[src/rtl/apb3_completer_regs.sv]
// APB3 completer register bank: constant ID word, completed-transfer counter and
// read/write scratch words, with a fixed number of wait states per access and
// PSLVERR for out-of-window, misaligned or read-only-target accesses.
//
// Handshake: a transfer is latched on the edge that sees psel=1, penable=0
// (setup). It completes on the edge that sees psel=1, penable=1, pready=1.
// pready, prdata and pslverr are registered. prdata and pslverr are only
// meaningful while pready=1. Dropping psel before completion abandons the
// transfer without side effects.
module apb3_completer_regs #(
  parameter int                ADDR_W      = 32,
  parameter int                DATA_W      = 32,
  parameter int                NUM_REGS    = 16,
  parameter int                WAIT_CYCLES = 0,
  parameter logic [DATA_W-1:0] ID_VALUE    = 32'hA5B3_0001
) (
  input  logic                         pclk,
  input  logic                         prst_n,
  input  logic                         psel,
  input  logic                         penable,
  input  logic                         pwrite,
  input  logic [ADDR_W-1:0]            paddr,
  input  logic [DATA_W-1:0]            pwdata,
  output logic                         pready,
  output logic [DATA_W-1:0]            prdata,
  output logic                         pslverr,
  output logic [NUM_REGS*DATA_W-1:0]   reg_q
);

  localparam int         IDX_W     = ADDR_W - 2;
  localparam logic [3:0] WAIT_INIT = 4'(WAIT_CYCLES);
  localparam logic       NO_WAIT   = (WAIT_CYCLES == 0);

  // SETUP: request latched, first access cycle under way.
  // ACCESS: later access cycles (wait states or completion).
  typedef enum logic [1:0] {
    IDLE   = 2'd0,
    SETUP  = 2'd1,
    ACCESS = 2'd2
  } state_t;

  state_t state_q, state_d;

  logic [ADDR_W-1:0] addr_q;
  logic              write_q;
  logic [DATA_W-1:0] wdata_q;
  logic [3:0]        cnt_q;
  logic [DATA_W-1:0] xfer_cnt;
  logic [DATA_W-1:0] scratch [2:NUM_REGS-1];
  logic [DATA_W-1:0] words   [NUM_REGS];

  logic              busy;
  logic              setup_req;
  logic              start;
  logic              complete;
  logic              abort;
  logic              step;

  logic [ADDR_W-1:0] sel_addr;
  logic              sel_write;
  logic [IDX_W-1:0]  sel_idx;
  logic [IDX_W-1:0]  commit_idx;
  logic [DATA_W-1:0] rd_word;
  logic              resp_err;
  logic              resp_load;
  logic [DATA_W-1:0] resp_data;

  // Bus phase decode.
  always_comb begin
    busy      = (state_q != IDLE);
    setup_req = psel && !penable;
    start     = setup_req;
    complete  = busy && psel && penable && pready;
    abort     = busy && !psel;
    step      = busy && psel && penable && !pready;
  end

  // Response is computed from the live bus in IDLE (zero-wait case) and from
  // the latched request once a transfer is in flight.
  always_comb begin
    sel_addr   = busy ? addr_q : paddr;
    sel_write  = busy ? write_q : pwrite;
    sel_idx    = sel_addr[ADDR_W-1:2];
    commit_idx = addr_q[ADDR_W-1:2];
    resp_err   = (sel_idx >= IDX_W'(NUM_REGS)) ||
                 (sel_addr[1:0] != 2'b00) ||
                 (sel_write && (sel_idx < IDX_W'(2)));
    resp_load  = resp_err || !sel_write;
    resp_data  = resp_err ? '0 : rd_word;
  end

  // Flat word view of the register map.
  always_comb begin
    words[0] = ID_VALUE;
    words[1] = xfer_cnt;
    for (int i = 2; i < NUM_REGS; i++) begin
      words[i] = scratch[i];
    end
  end

  // Read multiplexer over the register map.
  always_comb begin
    rd_word = '0;
    for (int i = 0; i < NUM_REGS; i++) begin
      if (sel_idx == IDX_W'(i)) begin
        rd_word = words[i];
      end
    end
  end

  for (genvar g = 0; g < NUM_REGS; g++) begin : g_reg_q
    assign reg_q[g*DATA_W +: DATA_W] = words[g];
  end

  // FSM state register.
  always_ff @(posedge pclk or negedge prst_n) begin
    if (!prst_n) begin
      state_q <= IDLE;
    end else begin
      state_q <= state_d;
    end
  end

  // FSM next state: a new setup always (re)starts, psel low abandons,
  // completion returns to IDLE.
  always_comb begin
    state_d = state_q;
    case (state_q)
      IDLE: begin
        if (setup_req) state_d = SETUP;
      end
      SETUP, ACCESS: begin
        if (!psel)         state_d = IDLE;
        else if (!penable) state_d = SETUP;
        else if (pready)   state_d = IDLE;
        else               state_d = ACCESS;
      end
      default: state_d = IDLE;
    endcase
  end

  // Request latch, wait counter and registered response.
  always_ff @(posedge pclk or negedge prst_n) begin
    if (!prst_n) begin
      addr_q  <= '0;
      write_q <= 1'b0;
      wdata_q <= '0;
      cnt_q   <= '0;
      pready  <= 1'b0;
      prdata  <= '0;
      pslverr <= 1'b0;
    end else if (start) begin
      addr_q  <= paddr;
      write_q <= pwrite;
      wdata_q <= pwdata;
      cnt_q   <= WAIT_INIT;
      pready  <= NO_WAIT;
      if (NO_WAIT) begin
        pslverr <= resp_err;
        if (resp_load) prdata <= resp_data;
      end else begin
        pslverr <= 1'b0;
      end
    end else if (complete || abort) begin
      pready  <= 1'b0;
      pslverr <= 1'b0;
    end else if (step) begin
      cnt_q <= cnt_q - 4'd1;
      if (cnt_q == 4'd1) begin
        pready  <= 1'b1;
        pslverr <= resp_err;
        if (resp_load) prdata <= resp_data;
      end
    end
  end

  // Register file: commit writes and count transfers only on OKAY completion.
  always_ff @(posedge pclk or negedge prst_n) begin
    if (!prst_n) begin
      xfer_cnt <= '0;
      for (int i = 2; i < NUM_REGS; i++) begin
        scratch[i] <= '0;
      end
    end else if (complete && !pslverr) begin
      xfer_cnt <= xfer_cnt + 1'b1;
      if (write_q) begin
        for (int i = 2; i < NUM_REGS; i++) begin
          if (commit_idx == IDX_W'(i)) scratch[i] <= wdata_q;
        end
      end
    end
  end

endmodule

[config.mk]
export PLATFORM = sky130hd
export DESIGN_NAME = apb3_completer_regs
export DESIGN_NICKNAME = d
export VERILOG_FILES = /design/src/rtl/apb3_completer_regs.sv
export SDC_FILE = /design/constraint.sdc
export NUM_CORES = 1
export LEC_CHECK = 0
export ABC_AREA = 1
export ABC_CLOCK_PERIOD_IN_PS = 3800
export BUFFER_PORTS_ARGS = -buffer_cell sky130_fd_sc_hd__buf_2
export CAP_MARGIN = 20
export CORE_AREA = 2 2 239 241
export CTS_CLUSTER_SIZE = 10
export DETAILED_ROUTE_END_ITERATION = 6
export DIE_AREA = 0 0 241 243
export HOLD_SLACK_MARGIN = 0.03
export PLACE_DENSITY = 0.78
export RECOVER_POWER = 50
export SLEW_MARGIN = 20
export SYNTH_ARGS = -nofsm -noshare
export SYNTH_HDL_FRONTEND = slang
export SYNTH_SLANG_ARGS = --single-unit
[constraint.sdc]
create_clock -name pclk -period 3.8 [get_ports pclk]
set_clock_uncertainty 0.15 [all_clocks]
set_input_delay 0.57 -clock pclk [delete_from_list [all_inputs] [get_ports pclk]]
set_output_delay 0.57 -clock pclk [all_outputs]
set_load 0.1 [all_outputs]
Word level (Yosys, flattened, before mapping) --
Index checks and enable logic that the tools add are counted.
Storage, ports and cells: register bits after elaboration 585, bits of input ports 69, output and inout port bits 546
Operators by class: add/sub/neg operators 2, magnitude comparators 2, equality and inequality tests 34, muxes and demuxes 40, reduce and logical (&&, ||, !) cells 43
Operators with widths (count):
- $mux W32 | 23
- $eq A30 B4 Y1 const B | 16
- $eq A30 B3 Y1 const B | 8
- $eq A30 B2 Y1 const B | 4
- $reduce_and A3 Y1 | 15
- $add A32 B1 Y32 const B | 1
- $eq A30 B1 Y1 const B | 1
- $ge A30 B5 Y1 const B | 1
- $logic_not A30 Y1 | 1
- $lt A30 B2 Y1 const B | 1
- $mux W4 | 3
- $mux W1 | 9
- $logic_and A1 B1 Y1 | 8
- $mux W2 | 4
- $reduce_bool A2 Y1 | 4
- $reduce_bool A3 Y1 | 2
- $logic_not A1 Y1 | 5
- $eq A4 B1 Y1 const B | 1
- $logic_or A1 B1 Y1 | 4
- $ne A2 B2 Y1 const B | 2
- $pmux W2 S2 | 1
- $reduce_and A2 Y1 | 2
- $sub A4 B1 Y4 const B | 1
- $eq A2 B1 Y1 const B | 1
- other kinds (3) | 3

Logic depth before layout (Yosys ltp) --
word-level depth 25, depth in mapped cells 25

Least setup slack after synthesis --
Ideal clock, no wire load.
kind reg-to-reg, start point register state_q[0], end point register xfer_cnt[28], library setup time 0.163 ns, arrival 2.457 ns, data required time 3.487 ns, path slack 1.030 ns, stages on the path, launching flop included 18, buffers on the path 2, period minus slack after synthesis 2.770 ns, path through dfrtp_1 inv_1 ha_1 buf_6 buf_6 nor3_4 nand2_2 nor2_4 inv_2 nor2_8 nand3_4 nor2_4 inv_2 nor3_4 nand3_2 nand3b_4 nor4_4 xor2_1
Between the ends: word-level cells in the longest chain between the ends 5
RTL lines:
- start, declared | line 42 | state_t state_q, state_d;
- start signal, assigned | line 120 | state_q <= state_d;
- $reduce_bool A2 Y1 | line 70 | busy = (state_q != IDLE);
- $logic_and A1 B1 Y1 (3 in series) | line 73 | complete = busy && psel && penable && pready;
- $logic_and A1 B1 Y1 | line 184 | end else if (complete && !pslverr) begin
- end signal, assigned | line 185 | xfer_cnt <= xfer_cnt + 1'b1;
- end, declared | line 48 | logic [DATA_W-1:0] xfer_cnt;
No other way between the ends. A chain may end at the register's enable or synchronous reset.

Final worst setup path --
start point register state_q[0], end point register prdata[4]
Between the ends: word-level cells in the longest chain between the ends 24
RTL lines:
- $reduce_bool A2 Y1 * | line 70
- $mux W32 | line 81 | sel_addr = busy ? addr_q : paddr;
- $eq A30 B1 Y1 | line 105 | if (sel_idx == IDX_W'(i)) begin
- $mux W32 (15 in series) | line 105
- $mux W32 | line 89 | resp_data = resp_err ? '0 : rd_word;
- $mux W32 | line 160, 172
- $mux W32 | line 169 | if (cnt_q == 4'd1) begin
- $mux W32 | line 167 | end else if (step) begin
- $mux W32 | line 164 | end else if (complete || abort) begin
- $mux W32 | line 152 | end else if (start) begin
- end signal, assigned | line 160 | if (resp_load) prdata <= resp_data;
- end signal, assigned | line 172 | if (resp_load) prdata <= resp_data;
- end, declared | line 25 | output logic [DATA_W-1:0] prdata,
Every way passes the cells marked *; elsewhere a longest branch is shown, timed or not. The select of a mux whose other input is x is not followed.

==> qor.log <==
qor: routing.routed-wl-met3 10,500 um
qor: cts.clock_tree.root_cell clkbuf_16
qor: finish.fill_cells 5,161
qor: logic_synthesis.ys_top_cells_by_area dfrtp_1 (54%), nand2_1 (16%), o21ai_0 (9.9%)
qor: hold_path.holdCritPathClass in2reg
qor: cts.worst_skew_pair.late_latency 620 ps
qor: cts.cts.htree.levels 3
qor: finish.nNetsFinal 4,042
qor: timing.drv_slew 137
qor: worst_setup_path.startpoint_type flop
qor: cts.clock_path_buffers 3
qor: routing.detail_route.vias_per_cell 5.53
qor: finish.stdcell_area 33,100 sq um
qor: worst_setup_path.worst_path_largest_cell_delay 350 ps
qor: timing.min_period_over_period 96.2%
qor: cts.cts_buffers 71
qor: logic_synthesis.dominantRegCellSynth dfrtp_1
qor: flow_run.timing.max_cap.violations 2
qor: logic_synthesis.seq_area_frac_synth 54.2%
qor: logic_synthesis.synth_commonest_cells nand2_1 (1,117), dfrtp_1 (585), o21ai_0 (536)
qor: finish.ff_latch_area 14,600 sq um
qor: floorplanning.ioPinCount 615
qor: power_and_ir_drop.p_leak 16.5 nW
qor: power_and_ir_drop.p_total 14.7 mW
qor: floorplanning.die_area 58,600 sq um
qor: worst_setup_path.path_common_cell nor2_1
qor: worst_setup_path.cp_data_arrival_time 4010 ps
qor: timing.setup-violations-final 0
qor: logic_synthesis.postSynthCellCount 3,376
qor: timing.worstMarginPinSlew 2650 ps
qor: place.gpl.final_weighted_congestion 1.01
qor: power_and_ir_drop.powerDensity 446 nW/um^2
qor: worst_setup_path.family_with_the_most_delay_on_the_worst_path simple AND/OR/NAND/NOR gates
qor: logic_synthesis.proportion_of_register_bits_with_asynchronous_set_or_reset_after_synthesis 100%
qor: timing.finalWorstSetupSlack 145 ps
qor: floorplanning.core 56,000 sq um
qor: finish.synthToLayoutAreaGrowth 22.4%
qor: place.pre_cts_ws -39.2 ps
qor: routing.wl 105,000 um
qor: place.placement.io_buffers 582
qor: cts.clock_sinks 585
qor: logic_synthesis.synth_area 27,000 sq um
qor: timing.max_slew_margin -76.8%
qor: floorplanning.die-width 241 um
qor: timing.setup_tns 0 ps
qor: worst_setup_path.critPathBufInv 4
qor: place.post_dp_cell_area 30,800 sq um
qor: global_routing.grt_pass1_wl 156,000 um
qor: worst_setup_path.cell_type_of_the_slowest_stage_on_the_worst_timing_path dfrtp_1
qor: timing.finalHoldViolCount 0
qor: routing.route.layer.met1.wl 39,400 um
qor: power_and_ir_drop.peakVddDrop 324 uV
qor: timing.max_freq 0.274 GHz
qor: logic_synthesis.yosysTopAreaCell dfrtp_1
qor: routing.met2_wirelength 48,700 um
qor: logic_synthesis.synth.top_cell.area_share 54.2%
qor: outcome.violations max-capacitance violations, max-slew violations
qor: worst_setup_path.worstPathCellList inv_1, ha_1, inv_4, buf_4, nor2_1, nand3_1, nand2_1, nand3_1, nor2_1, and2_2, buf_4, nand2_1, o21ai_0, nor2_1, nand4_1, nor2_1, nand4_1, nor2_1, nand4_1, nand2_1, nand2_1
qor: finish.post_route_cells_drive_above_1_share 16.2%
qor: routing.top_signal_layer_used met4
qor: worst_setup_path.timing.setup.critical_path_class reg2reg
qor: routing.drt_drc_violations_left 0
qor: cts.clkSlewWorstSetupHoldPaths 50 ps
qor: routing.route.detailed.wl_per_inst 22.2 um
qor: worst_setup_path.crit_path_max_fanout 22
qor: routing.ant_nets 0
qor: logic_synthesis.ys_seq_elements 585
qor: global_routing.number_of_global_route_vias_before_repair 24,800
qor: logic_synthesis.synth.most_common_cell nand2_1
qor: finish.combined_area_of_the_multi_input_logic_cells 10,500 sq um
qor: routing.first_iter_violations 2,963
qor: timing.finalWorstPathRequiredPeriod 3660 ps
qor: floorplanning.floorplan.initialDensity 48.3%
qor: logic_synthesis.postSynthAreaPerCell 8.00 sq um
qor: worst_setup_path.worst_path_required 4150 ps
qor: routing.dr_total_vias 26,200
qor: worst_setup_path.endpoint_kind flop
qor: timing.setup_repair_after_global_routing_missed_its_margin false
qor: logic_synthesis.yosys_warnings 0
qor: floorplanning.rows 87
qor: place.hpwl_dp 76,700 um
qor: global_routing.number_of_antenna_violations_at_the_first_check_in_global_routing 0
qor: logic_synthesis.netlist-cell-type-count 51
qor: floorplanning.die_h 243 um
qor: global_routing.grt_overflow_total 0
qor: finish.n_antenna_cell 0
qor: global_routing.largest_net_degree_at_the_start_of_global_routing 87
qor: routing.firstDrtPassIters 6
qor: logic_synthesis.synth_enable_flop_cells 0
qor: global_routing.groute.usage.overall 35.5%
qor: cts.tritoncts built
qor: outcome.result_of_the_run complete, but fails checks
-- cell type report --
class                           instances  area share [%]
Multi-Input combinational cell       2329            31.8
Sequential cell                       585            44.3
Timing Repair Buffer                  710            11.7
Inverter                              271            3.10
Clock inverter                          9           0.390
Clock buffer                           87            5.87
Tap cell                              756            2.86
-- state kept, by name, indices dropped and copies added, names as in the netlist --
name      flops
write_q       1
wdata_q      32
addr_q       32
pready        1
pslverr       1
state_q       2
xfer_cnt     32
reg_q       448
prdata       32
cnt_q         4
-- routing by layer --
layer | vias up | track usage [%]
met1 | 12400 | 45.2
met3 | 339 | 7.47
met5 | - | 0
li1 | 11900 | -
met2 | 1565 | 56.4
met4 | 0 | 19.8
-- cell usage in the layout (no fill, tap or decap), types with 3 or more instances in the layout --
cell type,synthesis,routed
or2_2,6,6
a21oi_1,27,27
inv_2,9,10
conb_1,2,32
clkbuf_2,0,3
xnor2_1,4,4
nand3b_1,6,6
dfrtp_1,585,585
o21ai_1,26,26
buf_12,0,12
buf_4,38,73
ha_1,5,5
buf_2,24,398
nand2_1,1117,1102
dlygate4sd3_1,0,36
xor2_1,27,27
inv_1,258,257
clkbuf_1,156,195
nor2_4,8,9
clkbuf_16,0,73
nor4_1,9,8
nor2_1,258,253
o21ai_0,536,536
nor2_2,1,5
clkbuf_8,0,6
nor3_2,4,5
nand2_2,5,19
nor3_1,53,53
nand3_1,82,82
nand4_1,94,94
-- worst register-to-register path, cell delays in order (launching register included) --
cell	delay, ps
dfrtp_1	350
inv_1	60
ha_1	250
inv_4	210
buf_4	190
nor2_1	40
nand3_1	70
nand2_1	110
nand3_1	120
nor2_1	100
and2_2	260
buf_4	230
nand2_1	90
o21ai_0	100
nor2_1	280
nand4_1	180
nor2_1	190
nand4_1	120
nor2_1	200
nand4_1	120
nand2_1	80
nand2_1	40
-- power by group --
part / switching, mW / internal, mW / total (mW)
Sequential: 0.0977 / 6.37 / 6.47
Clock: 2.64 / 3.65 / 6.29
Combinational: 1.54 / 0.432 / 1.98
Total: 4.28 / 10.5 / 14.7
-- path summary, 6_finish.rpt --
kind                            depth (start not counted)       start  slack [ps]    endpoint
worst min register to register                          2  prdata[21]         330  prdata[21]
max in group asynchronous                               3      prst_n         660   reg_q[85]
worst max-delay path                                   21  state_q[0]         140   prdata[4]
min in group asynchronous                               2      prst_n        1190  reg_q[480]
worst max register to register                         21  state_q[0]         140   prdata[4]
worst min-delay path                                    3   pwdata[2]          50  wdata_q[2]
-- metrics by stage --
step | std cells | hold WS [ps] | util [%]
after floorplan | 3406 | 124 | -
after global placement | 4613 | 310 | 55.1
after detailed placement | 4613 | 311 | 55.1
after CTS | 4745 | 30.8 | 59.5
after global routing | 4747 | 57.9 | 59.1
final | 4747 | 52.4 | 59.1
-- repair_timing --
item | 4_1_cts | 5_1_grt
hold buffers | 36 | 0
hold endpoints to repair | 107 | 0
resized for setup | 2 | 10
pin swaps | 0 | 1
setup buffers | 0 | 2
endpoints found under the setup margin | 22 | 25
-- logic make-up after synthesis --
group,after synthesis,share of synthesized area (%)
AND/OR/NAND/NOR,1661,25.7
XOR/XNOR,31,1.01
other,2,0.0278
AO/OA/AOI/OAI,600,11.2
flip-flops,585,54.2
adder cells (fa/ha/maj),5,0.232
buffers and inverters,492,7.57
No activity file was read; power rests on OpenSTA's default activity.
